### src/rtl/dynode_event_packer_if.sv
// Dynode record input and 16-bit packet stream, grouped for the event packer.
// slave = packer side, master = integrator/readout side.
interface dynode_event_packer_if;
  logic        ene_load;
  logic [11:0] dyn_energy;
  logic [3:0]  dyn_ingcnt;
  logic [23:0] dyn_evntim;
  logic [15:0] out_data;
  logic        out_valid;
  logic        out_ready;
  logic        out_last;

  modport slave (
    input  ene_load, dyn_energy, dyn_ingcnt, dyn_evntim, out_ready,
    output out_data, out_valid, out_last
  );

  modport master (
    output ene_load, dyn_energy, dyn_ingcnt, dyn_evntim, out_ready,
    input  out_data, out_valid, out_last
  );
endinterface

### src/rtl/dynode_event_packer.sv
// Buffers dynode energy records in a small FIFO and serialises each one as a
// three-word 16-bit packet on a valid/ready stream.
module dynode_event_packer #(
  parameter int unsigned DEPTH_LOG2 = 3
) (
  input  logic                  clk,
  input  logic                  reset,
  input  logic                  enable,
  dynode_event_packer_if.slave  bus,
  output logic [DEPTH_LOG2:0]   fifo_count,
  output logic [15:0]           drop_count
);

  localparam int unsigned DEPTH = 1 << DEPTH_LOG2;
  localparam int unsigned CW    = DEPTH_LOG2 + 1;
  localparam int unsigned RW    = 48;

  typedef enum logic [1:0] {S_IDLE, S_W0, S_W1, S_W2} state_t;

  // Record layout: {seq[47:40], evntim[39:16], ingcnt[15:12], energy[11:0]}
  logic [RW-1:0]         r_mem [DEPTH];
  logic [DEPTH_LOG2-1:0] r_wr_ptr;
  logic [DEPTH_LOG2-1:0] r_rd_ptr;
  logic [CW-1:0]         r_count;
  logic [15:0]           r_drop;
  logic [7:0]            r_seq;

  state_t                r_state;
  logic [RW-1:0]         r_hold;
  logic                  r_valid;
  logic [15:0]           r_data;
  logic                  r_last;

  logic                  w_full;
  logic                  w_capture;
  logic                  w_push;
  logic                  w_drop;
  logic                  w_pop;
  logic                  w_accept;
  logic [RW-1:0]         w_rec_in;
  logic [RW-1:0]         w_head;
  state_t                w_state_nxt;
  logic                  w_valid_nxt;
  logic [15:0]           w_data_nxt;
  logic                  w_last_nxt;

  assign w_full    = (r_count == CW'(DEPTH));
  assign w_capture = bus.ene_load & enable;
  assign w_push    = w_capture & ~w_full;
  assign w_drop    = w_capture & w_full;
  assign w_accept  = r_valid & bus.out_ready;
  assign w_rec_in  = {r_seq, bus.dyn_evntim, bus.dyn_ingcnt, bus.dyn_energy};
  assign w_head    = r_mem[r_rd_ptr];

  // Storage array carries no reset; occupancy is tracked by r_count.
  always_ff @(posedge clk) begin
    if (w_push) begin
      r_mem[r_wr_ptr] <= w_rec_in;
    end
  end

  always_ff @(posedge clk) begin
    if (reset) begin
      r_wr_ptr <= '0;
      r_rd_ptr <= '0;
      r_count  <= '0;
      r_drop   <= '0;
      r_seq    <= '0;
    end else begin
      if (w_push) begin
        r_wr_ptr <= r_wr_ptr + DEPTH_LOG2'(1);
        r_seq    <= r_seq + 8'd1;
      end
      if (w_pop) begin
        r_rd_ptr <= r_rd_ptr + DEPTH_LOG2'(1);
      end
      r_count <= r_count + CW'(w_push) - CW'(w_pop);
      if (w_drop && (r_drop != 16'hFFFF)) begin
        r_drop <= r_drop + 16'd1;
      end
    end
  end

  // Next state and next registered stream outputs; W0 of a freshly popped
  // record comes straight from the FIFO head, W1/W2 from the hold register.
  always_comb begin
    w_state_nxt = r_state;
    w_valid_nxt = r_valid;
    w_data_nxt  = r_data;
    w_last_nxt  = r_last;
    w_pop       = 1'b0;
    unique case (r_state)
      S_IDLE: begin
        if (r_count != '0) begin
          w_pop       = 1'b1;
          w_state_nxt = S_W0;
          w_valid_nxt = 1'b1;
          w_data_nxt  = w_head[15:0];
          w_last_nxt  = 1'b0;
        end
      end
      S_W0: begin
        if (w_accept) begin
          w_state_nxt = S_W1;
          w_data_nxt  = r_hold[39:24];
        end
      end
      S_W1: begin
        if (w_accept) begin
          w_state_nxt = S_W2;
          w_data_nxt  = {r_hold[23:16], r_hold[47:40]};
          w_last_nxt  = 1'b1;
        end
      end
      S_W2: begin
        if (w_accept) begin
          w_last_nxt = 1'b0;
          if (r_count != '0) begin
            w_pop       = 1'b1;
            w_state_nxt = S_W0;
            w_data_nxt  = w_head[15:0];
          end else begin
            w_state_nxt = S_IDLE;
            w_valid_nxt = 1'b0;
          end
        end
      end
      default: begin
        w_state_nxt = S_IDLE;
        w_valid_nxt = 1'b0;
        w_last_nxt  = 1'b0;
      end
    endcase
  end

  always_ff @(posedge clk) begin
    if (reset) begin
      r_state <= S_IDLE;
      r_hold  <= '0;
      r_valid <= 1'b0;
      r_data  <= '0;
      r_last  <= 1'b0;
    end else begin
      r_state <= w_state_nxt;
      r_valid <= w_valid_nxt;
      r_data  <= w_data_nxt;
      r_last  <= w_last_nxt;
      if (w_pop) begin
        r_hold <= w_head;
      end
    end
  end

  assign bus.out_valid = r_valid;
  assign bus.out_data  = r_data;
  assign bus.out_last  = r_last;
  assign fifo_count    = r_count;
  assign drop_count    = r_drop;

endmodule

### src/flat_wrapper.sv
// flat-port wrapper written by rule: the top's interface ports become plain ports
module dynode_event_packer_flat 
#(
  parameter int unsigned DEPTH_LOG2 = 3
)
  (clk, reset, enable, fifo_count, drop_count, bus_ene_load, bus_dyn_energy, bus_dyn_ingcnt, bus_dyn_evntim, bus_out_ready, bus_out_data, bus_out_valid, bus_out_last);
  dynode_event_packer_if bus_i ();
  input  logic clk;
  input  logic reset;
  input  logic enable;
  output logic [DEPTH_LOG2:0] fifo_count;
  output logic [15:0] drop_count;
  input wire logic [$bits(bus_i.ene_load)-1:0] bus_ene_load;
  input wire logic [$bits(bus_i.dyn_energy)-1:0] bus_dyn_energy;
  input wire logic [$bits(bus_i.dyn_ingcnt)-1:0] bus_dyn_ingcnt;
  input wire logic [$bits(bus_i.dyn_evntim)-1:0] bus_dyn_evntim;
  input wire logic [$bits(bus_i.out_ready)-1:0] bus_out_ready;
  output wire logic [$bits(bus_i.out_data)-1:0] bus_out_data;
  output wire logic [$bits(bus_i.out_valid)-1:0] bus_out_valid;
  output wire logic [$bits(bus_i.out_last)-1:0] bus_out_last;
  assign bus_i.ene_load = bus_ene_load;
  assign bus_i.dyn_energy = bus_dyn_energy;
  assign bus_i.dyn_ingcnt = bus_dyn_ingcnt;
  assign bus_i.dyn_evntim = bus_dyn_evntim;
  assign bus_i.out_ready = bus_out_ready;
  assign bus_out_data = bus_i.out_data;
  assign bus_out_valid = bus_i.out_valid;
  assign bus_out_last = bus_i.out_last;
  dynode_event_packer #(.DEPTH_LOG2(DEPTH_LOG2)) u_core (.clk(clk), .reset(reset), .enable(enable), .bus(bus_i), .fifo_count(fifo_count), .drop_count(drop_count));
endmodule
### config.mk
export PLATFORM = sky130hd
export DESIGN_NAME = dynode_event_packer_flat
export DESIGN_NICKNAME = d
export VERILOG_FILES = /design/src/rtl/dynode_event_packer_if.sv /design/src/rtl/dynode_event_packer.sv /design/src/flat_wrapper.sv
export SDC_FILE = /design/constraint.sdc
export NUM_CORES = 1
export LEC_CHECK = 0
export ABC_AREA = 1
export CORE_MARGIN = 3
export CORE_UTILIZATION = 35
export DETAILED_ROUTE_END_ITERATION = 8
export PLACE_DENSITY = 0.53
export SLEW_MARGIN = 20
export SYNTH_ARGS = -nofsm -noshare
export SYNTH_HDL_FRONTEND = slang
export SYNTH_SLANG_ARGS = --single-unit
export TNS_END_PERCENT = 30
### constraint.sdc
create_clock -name clk -period 4.6 [get_ports clk]
set_input_delay 0.46 -clock clk [delete_from_list [all_inputs] [get_ports clk]]
set_output_delay 0.46 -clock clk [all_outputs]
set_load 0.01 [all_outputs]
==> flow_summary.toml, run 1 <==
[pwr]
leakagePower_nw = 7.52
fin_total_pwr_mw = 11.7
power.density_nw_per_um2 = 525
irDropWorstVdd_mv = 0.251

[sta]
slew_headroom_pct = 33.3
tightestPinTransition_ps = 999
hold_slack_ps = 482
setup_viol = 0
fmax_ghz = 0.323
slew_viol_final = 0
skew_ps = 24.4
rsz0062_at_grt = "false"
fin_setup_tns_ps = 0
hold_violations = 0
finalCritPeriodShare_pct = 67.4
min_period_ps = 3100

[worst_setup_path]
start_kind = "register"
end_kind = "register"
cp.arrival_ps = 3570
critPathKind = "register to register"
required_ps = 5070
cp_max_fo = 24

[cts]
numCtsBuffers = 49
cts_buffer_depth = 3
path_clk_slew_ps = 60
cts-root-buf = "clkbuf_16"
cts.repair.resized = 0
tritoncts = "yes"
ctsHtreeMaxLevel = 2
cts_setup_buffers = 0
hold_buffers = 0
worstSkewPairLatency_ps = 590
numClockSinks = 473

[global_routing]
antenna_found_initial = 2
grt_usage_pct = 17.2
first_global_vias = 12300
grt_pass1_wl_um = 75600
grt_max_degree = 161
grt_overflow = 0

[synth]
yosys.cell_count.top_type = "edfxtp_1"
netlist_top_cells_count = "edfxtp_1, nand2_1, nor2_1"
ys_warn_count = 0
synth_top_area_share_pct = 59.9
yosys-top-cells-area = "edfxtp_1, dfxtp_1, o21ai_0"
ys_async_sr_fraction_pct = 0
synthesis.nets = 1747
syn-instance-count = 1686
synth_cell_types = 31
synth_edf_count = 384
ys_seq_area_share_pct = 69.2
synth_flop_cell = "edfxtp_1"
ys_ff_latch = 473
yosysTopAreaCell = "edfxtp_1"
avgSynthCellArea_um2 = 11.4
mappedNetlistArea_um2 = 19200

[placement]
dp_hpwl_um = 29000
gp_congestion = 0.782
io_buffers = 82

[finish]
layout-drive-gt1-share_pct = 8.57
multi_input_area_um2 = 5040
nets = 1806
syn2layout_area_growth_pct = 15.4
n_fill_cell = 5098
ff_latch_area_um2 = 13300
n_antenna_cell = 0
fin_util_pct = 41.0

[routing]
wl_per_cell_um = 20.1
drc = 0
first_pass_iters = 5
ant_nets = 0
num_vias = 12700
viasPerCell = 5.11
drt_first_iter_violations = 1180
wl_um = 49800

[job]
max-cap-violations = 0

[run_status]
status = "complete, no violations"

[floorplanning]
die_area_um2 = 57800
coreArea_um2 = 54100
die_w_um = 240
io_pins = 83
initial_core_util_pct = 35.5
die_y_um = 240
rows = 85

[hold_path]
hold_path.class = "register to register"
-- per-stage QoR --
step,instances,setup WS [ps],cell area [um^2]
detailed placement,2390,1460,20700
CTS,2481,1520,22200
finish,2481,1500,22200
floorplan,1686,898,19200
global route,2481,1280,22200
global placement,2390,1440,20700
-- cells in the final DEF, fill, tap and decap left out, types with 5 or more instances in the layout --
cell type / n
a21oi_1: 113
a21oi_2: 45
buf_4: 24
clkbuf_1: 23
clkbuf_16: 49
clkdlybuf4s50_1: 82
clkinv_1: 6
clkinv_2: 8
dfxtp_1: 86
edfxtp_1: 384
ha_1: 15
inv_1: 116
nand2_1: 206
nand3_1: 90
nand4_1: 8
nor2_1: 189
nor2_4: 8
nor3_1: 6
o211ai_1: 65
o21ai_0: 191
o21ai_1: 40
xor2_1: 5
-- critical path, stage by stage, from the launching register on --
cell	delay [ps]
dfxtp_1	330
inv_1	130
ha_1	510
inv_1	320
nand3_1	160
nand2_1	100
nand2_1	750
inv_1	360
o21ai_0	270
a21oi_1	60
-- power breakdown --
| part | total (mW) | switching [mW] | internal (mW) |
|---|---|---|---|
| clock | 3.71 | 1.60 | 2.11 |
| combinational | 2.85 | 1.95 | 0.895 |
| sequential | 5.10 | 0.204 | 4.90 |
-- per-layer routing --
layer | routed length (um) | vias up | track usage (%)
met3 | 2900 | 90 | 3.76
met4 | 1330 | 4 | 5.08
met5 | 23 | - | 0
met1 | 22400 | 6195 | 23.4
met2 | 23100 | 331 | 27.8
li1 | - | 6069 | -
-- cells by family after synthesis --
kind of cell	after synthesis	share of synthesized area (%)
xor+xnor	7	0.319
compound gates	457	13.7
buf+inv	220	4.89
simple gates	513	10.9
flops	473	69.2
fa+ha+maj	16	1.08
-- area by class of cell --
cell class                 instances  area share [%]
timing repair buffer             108            4.69
sequential                       473            60.0
inverter                         120            2.03
multi-input combinational        993            22.7
clock inverter                    18           0.643
clock buffer                      73            5.98
tap                              696            3.92
-- final timing paths --
kind,start,cells past startpoint,end,slack [ps]
hold reg to reg,u_core.bus.out_last,2,u_core.bus.out_last,480
hold / removal,u_core.bus.out_last,2,u_core.bus.out_last,480
setup / recovery,u_core.r_state[1],9,u_core.bus.out_data[6],1500
setup reg to reg,u_core.r_state[1],9,u_core.bus.out_data[6],1500
-- state kept, by name (all words and copies together), names as in the netlist, 3 cells and up, named ones only --
signal	cells
u_core.r_mem	384
u_core.r_rd_ptr	3
u_core.fifo_count	4
u_core.r_wr_ptr	3
u_core.bus.out_data	16
u_core.r_hold	32
u_core.drop_count	16
u_core.r_seq	8
Note: power is estimated with default switching activity, not from simulation.
==> run 2, diff against run 1 <==
==> constraint.sdc (replaced) <==
create_clock -name clk -period 2.9 [get_ports clk]
set_input_delay 0.29 -clock clk [delete_from_list [all_inputs] [get_ports clk]]
set_output_delay 0.29 -clock clk [all_outputs]
set_load 0.01 [all_outputs]
==> run 2 against run 1 <==
Net effect: sequential share of layout area is 0.90 points lower; die area stayed put; sequential cell count stayed put; cell count is 0.56% higher; critical path depth is 3 higher; global-route usage is 0.86 points lower.
==> flow_summary.toml, run 2 (synthesized netlist as in run 1, its figures left out) <==
[sta]
hold_violations = 0
fmax_ghz = 0.430
min_period_ps = 2330
finalCritPeriodShare_pct = 80.2
setup_viol = 0
slew_viol_final = 0
setup_slack_ps = 573
slew_headroom_pct = 45.4
skew_ps = 18.7
rsz0062_at_grt = "false"
tightestPinTransition_ps = 818

[cts]
ctsHtreeMaxLevel = 2
cts-root-buf = "clkbuf_16"
path_clk_slew_ps = 60
cts.repair.resized = 0
cts_buffer_depth = 3
tritoncts = "yes"
cts_setup_buffers = 0
numCtsBuffers = 51
numClockSinks = 473
hold_buffers = 0
worstSkewPairLatency_ps = 580

[worst_setup_path]
crit_slowest_cell = "dfxtp_1"
reg2reg_to = "u_core.fifo_count[2]"
cp_max_fo = 5
rr_startpoint = "u_core.r_state[0]"
crit_top_cell = "inv_1"
required_ps = 3350
start_kind = "register"
cp.arrival_ps = 2780
worstPathCellList = "inv_1, ha_1, inv_1, nand3_1, inv_2, ha_1, inv_1, ha_1, inv_1, fa_1, xor2_1, nor2_1"
ff2ff_setup_slack_ps = 570
reg2regPathDepth = 12
slowest_delay_ps = 410
end_kind = "register"
critPathKind = "register to register"

[finish]
layout-drive-gt1-share_pct = 9.62
reg.largest.list = "u_core.r_mem (384), u_core.r_hold (32)"
largest_reg_flops = 384
mostFrequentLayoutCells = "edfxtp_1, nand2_1, o21ai_0, nor2_1, inv_1"
syn2layout_area_growth_pct = 17.2
largest-register = "u_core.r_mem"
n_antenna_cell = 0
nets = 1822
layout.cells.most_common = "edfxtp_1"
n_fill_cell = 5077

[floorplanning]
die_area_um2 = 57800
coreArea_um2 = 54100
initial_core_util_pct = 35.5
rows = 85
die_y_um = 240
die_w_um = 240
io_pins = 83

[global_routing]
grt_overflow = 0
grt_max_degree = 142
globalRouteMet1Util_pct = 23.7
met3_usage_pct = 3.03
grt.met2_usage_pct = 25.6
antenna_found_initial = 0
first_global_vias = 11900
grt_pass1_wl_um = 72400
top_usage_layer = "met2"
grt_usage_pct = 16.3

[hold_path]
min_from = "bus_dyn_ingcnt[3]"
hold_depth = 1
min_to = "u_core.r_mem[5][15]"
hold_path.class = "primary input to register"

[placement]
dp_hpwl_um = 27600
place_ws_ps = 443
io_buffers = 82
gp_congestion = 0.797

[pwr]
power.switching_mw = 5.96
internal_power_mw = 12.9
combPwrFrac_pct = 24.7
swShare_pct = 31.6
pwr-share-seq_pct = 42.5
irDropWorstVdd_mv = 0.399
leakagePower_nw = 7.67
power.density_nw_per_um2 = 837
fin_total_pwr_mw = 18.9
pwr-share-clk_pct = 32.9

[routing]
viasPerCell = 5.03
num_vias = 12600
wl_um = 47200
ant_nets = 0
drc = 0
drt_first_iter_violations = 1038
wl_per_cell_um = 18.9
first_pass_iters = 6

[run_status]
status = "complete, no violations"

[job]
max-cap-violations = 0
## run 2: layout make-up
| cell class | count | area, um^2 | area share, % |
|---|---|---|---|
| Tap cell | 696 | 871 | 3.86 |
| Timing Repair Buffer | 122 | 1260 | 5.59 |
| Clock inverter | 19 | 141 | 0.627 |
| Sequential cell | 473 | 13300 | 59.1 |
| Clock buffer | 72 | 1450 | 6.42 |
| Multi-Input combinational cell | 993 | 5040 | 22.4 |
| Inverter | 120 | 452 | 2.00 |
## run 2: power groups by stage
| stage | Sequential [mW] | Combinational (mW) | Clock (mW) |
|---|---|---|---|
| 2_1_floorplan | 8.10 | 3.08 | 0 |
| 3_3_place_gp | 8.14 | 4.60 | 0 |
| 3_5_place_dp | 8.14 | 4.65 | 0 |
| 4_1_cts | 8.00 | 4.68 | 6.38 |
| 5_1_grt | 8.04 | 5.21 | 6.64 |
| 6_report | 8.01 | 4.65 | 6.20 |
## run 2: worst max-delay path, delay by kind of cell (launching register included)
kind | cells | cell delay [ps]
fa+ha+maj | 4 | 1070
flops | 1 | 410
xor+xnor | 1 | 130
buf+inv | 5 | 410
simple gates | 2 | 180
## run 2: per-stage QoR
step | setup TNS [ps] | utilization, % | std cells | hold slack, ps | cell area (um^2)
after floorplan | -145980 | - | 1686 | 389 | 19300
after global placement | 0 | 38.7 | 2404 | 459 | 20900
after detailed placement | 0 | 38.7 | 2404 | 462 | 20900
after CTS | 0 | 41.6 | 2495 | 418 | 22500
after global routing | 0 | 41.6 | 2495 | 474 | 22500
final | 0 | 41.6 | 2495 | 455 | 22500
## run 2: how the worst max path moves through the flow
stage                                    start                    to  slack, ps  cells after the start
after global placement           bus_out_ready  u_core.fifo_count[2]        400                     12
final                        u_core.r_state[0]  u_core.fifo_count[2]        570                     12
after CTS                    u_core.r_state[0]  u_core.fifo_count[2]        590                     12
after detailed placement         bus_out_ready  u_core.fifo_count[2]        440                     12
after global routing                  register     u_core.r_hold[28]        400                      6
after floorplan           u_core.fifo_count[2]    u_core.r_mem[1][0]       -720                      7
## run 2: layer usage
layer	share of wire, %	wire length (um)	vias up
met3	5.4	2530	57
li1	-	-	6100
met1	47	22200	6078
met2	46	21600	318
met5	0	0	-
met4	1.7	811	0
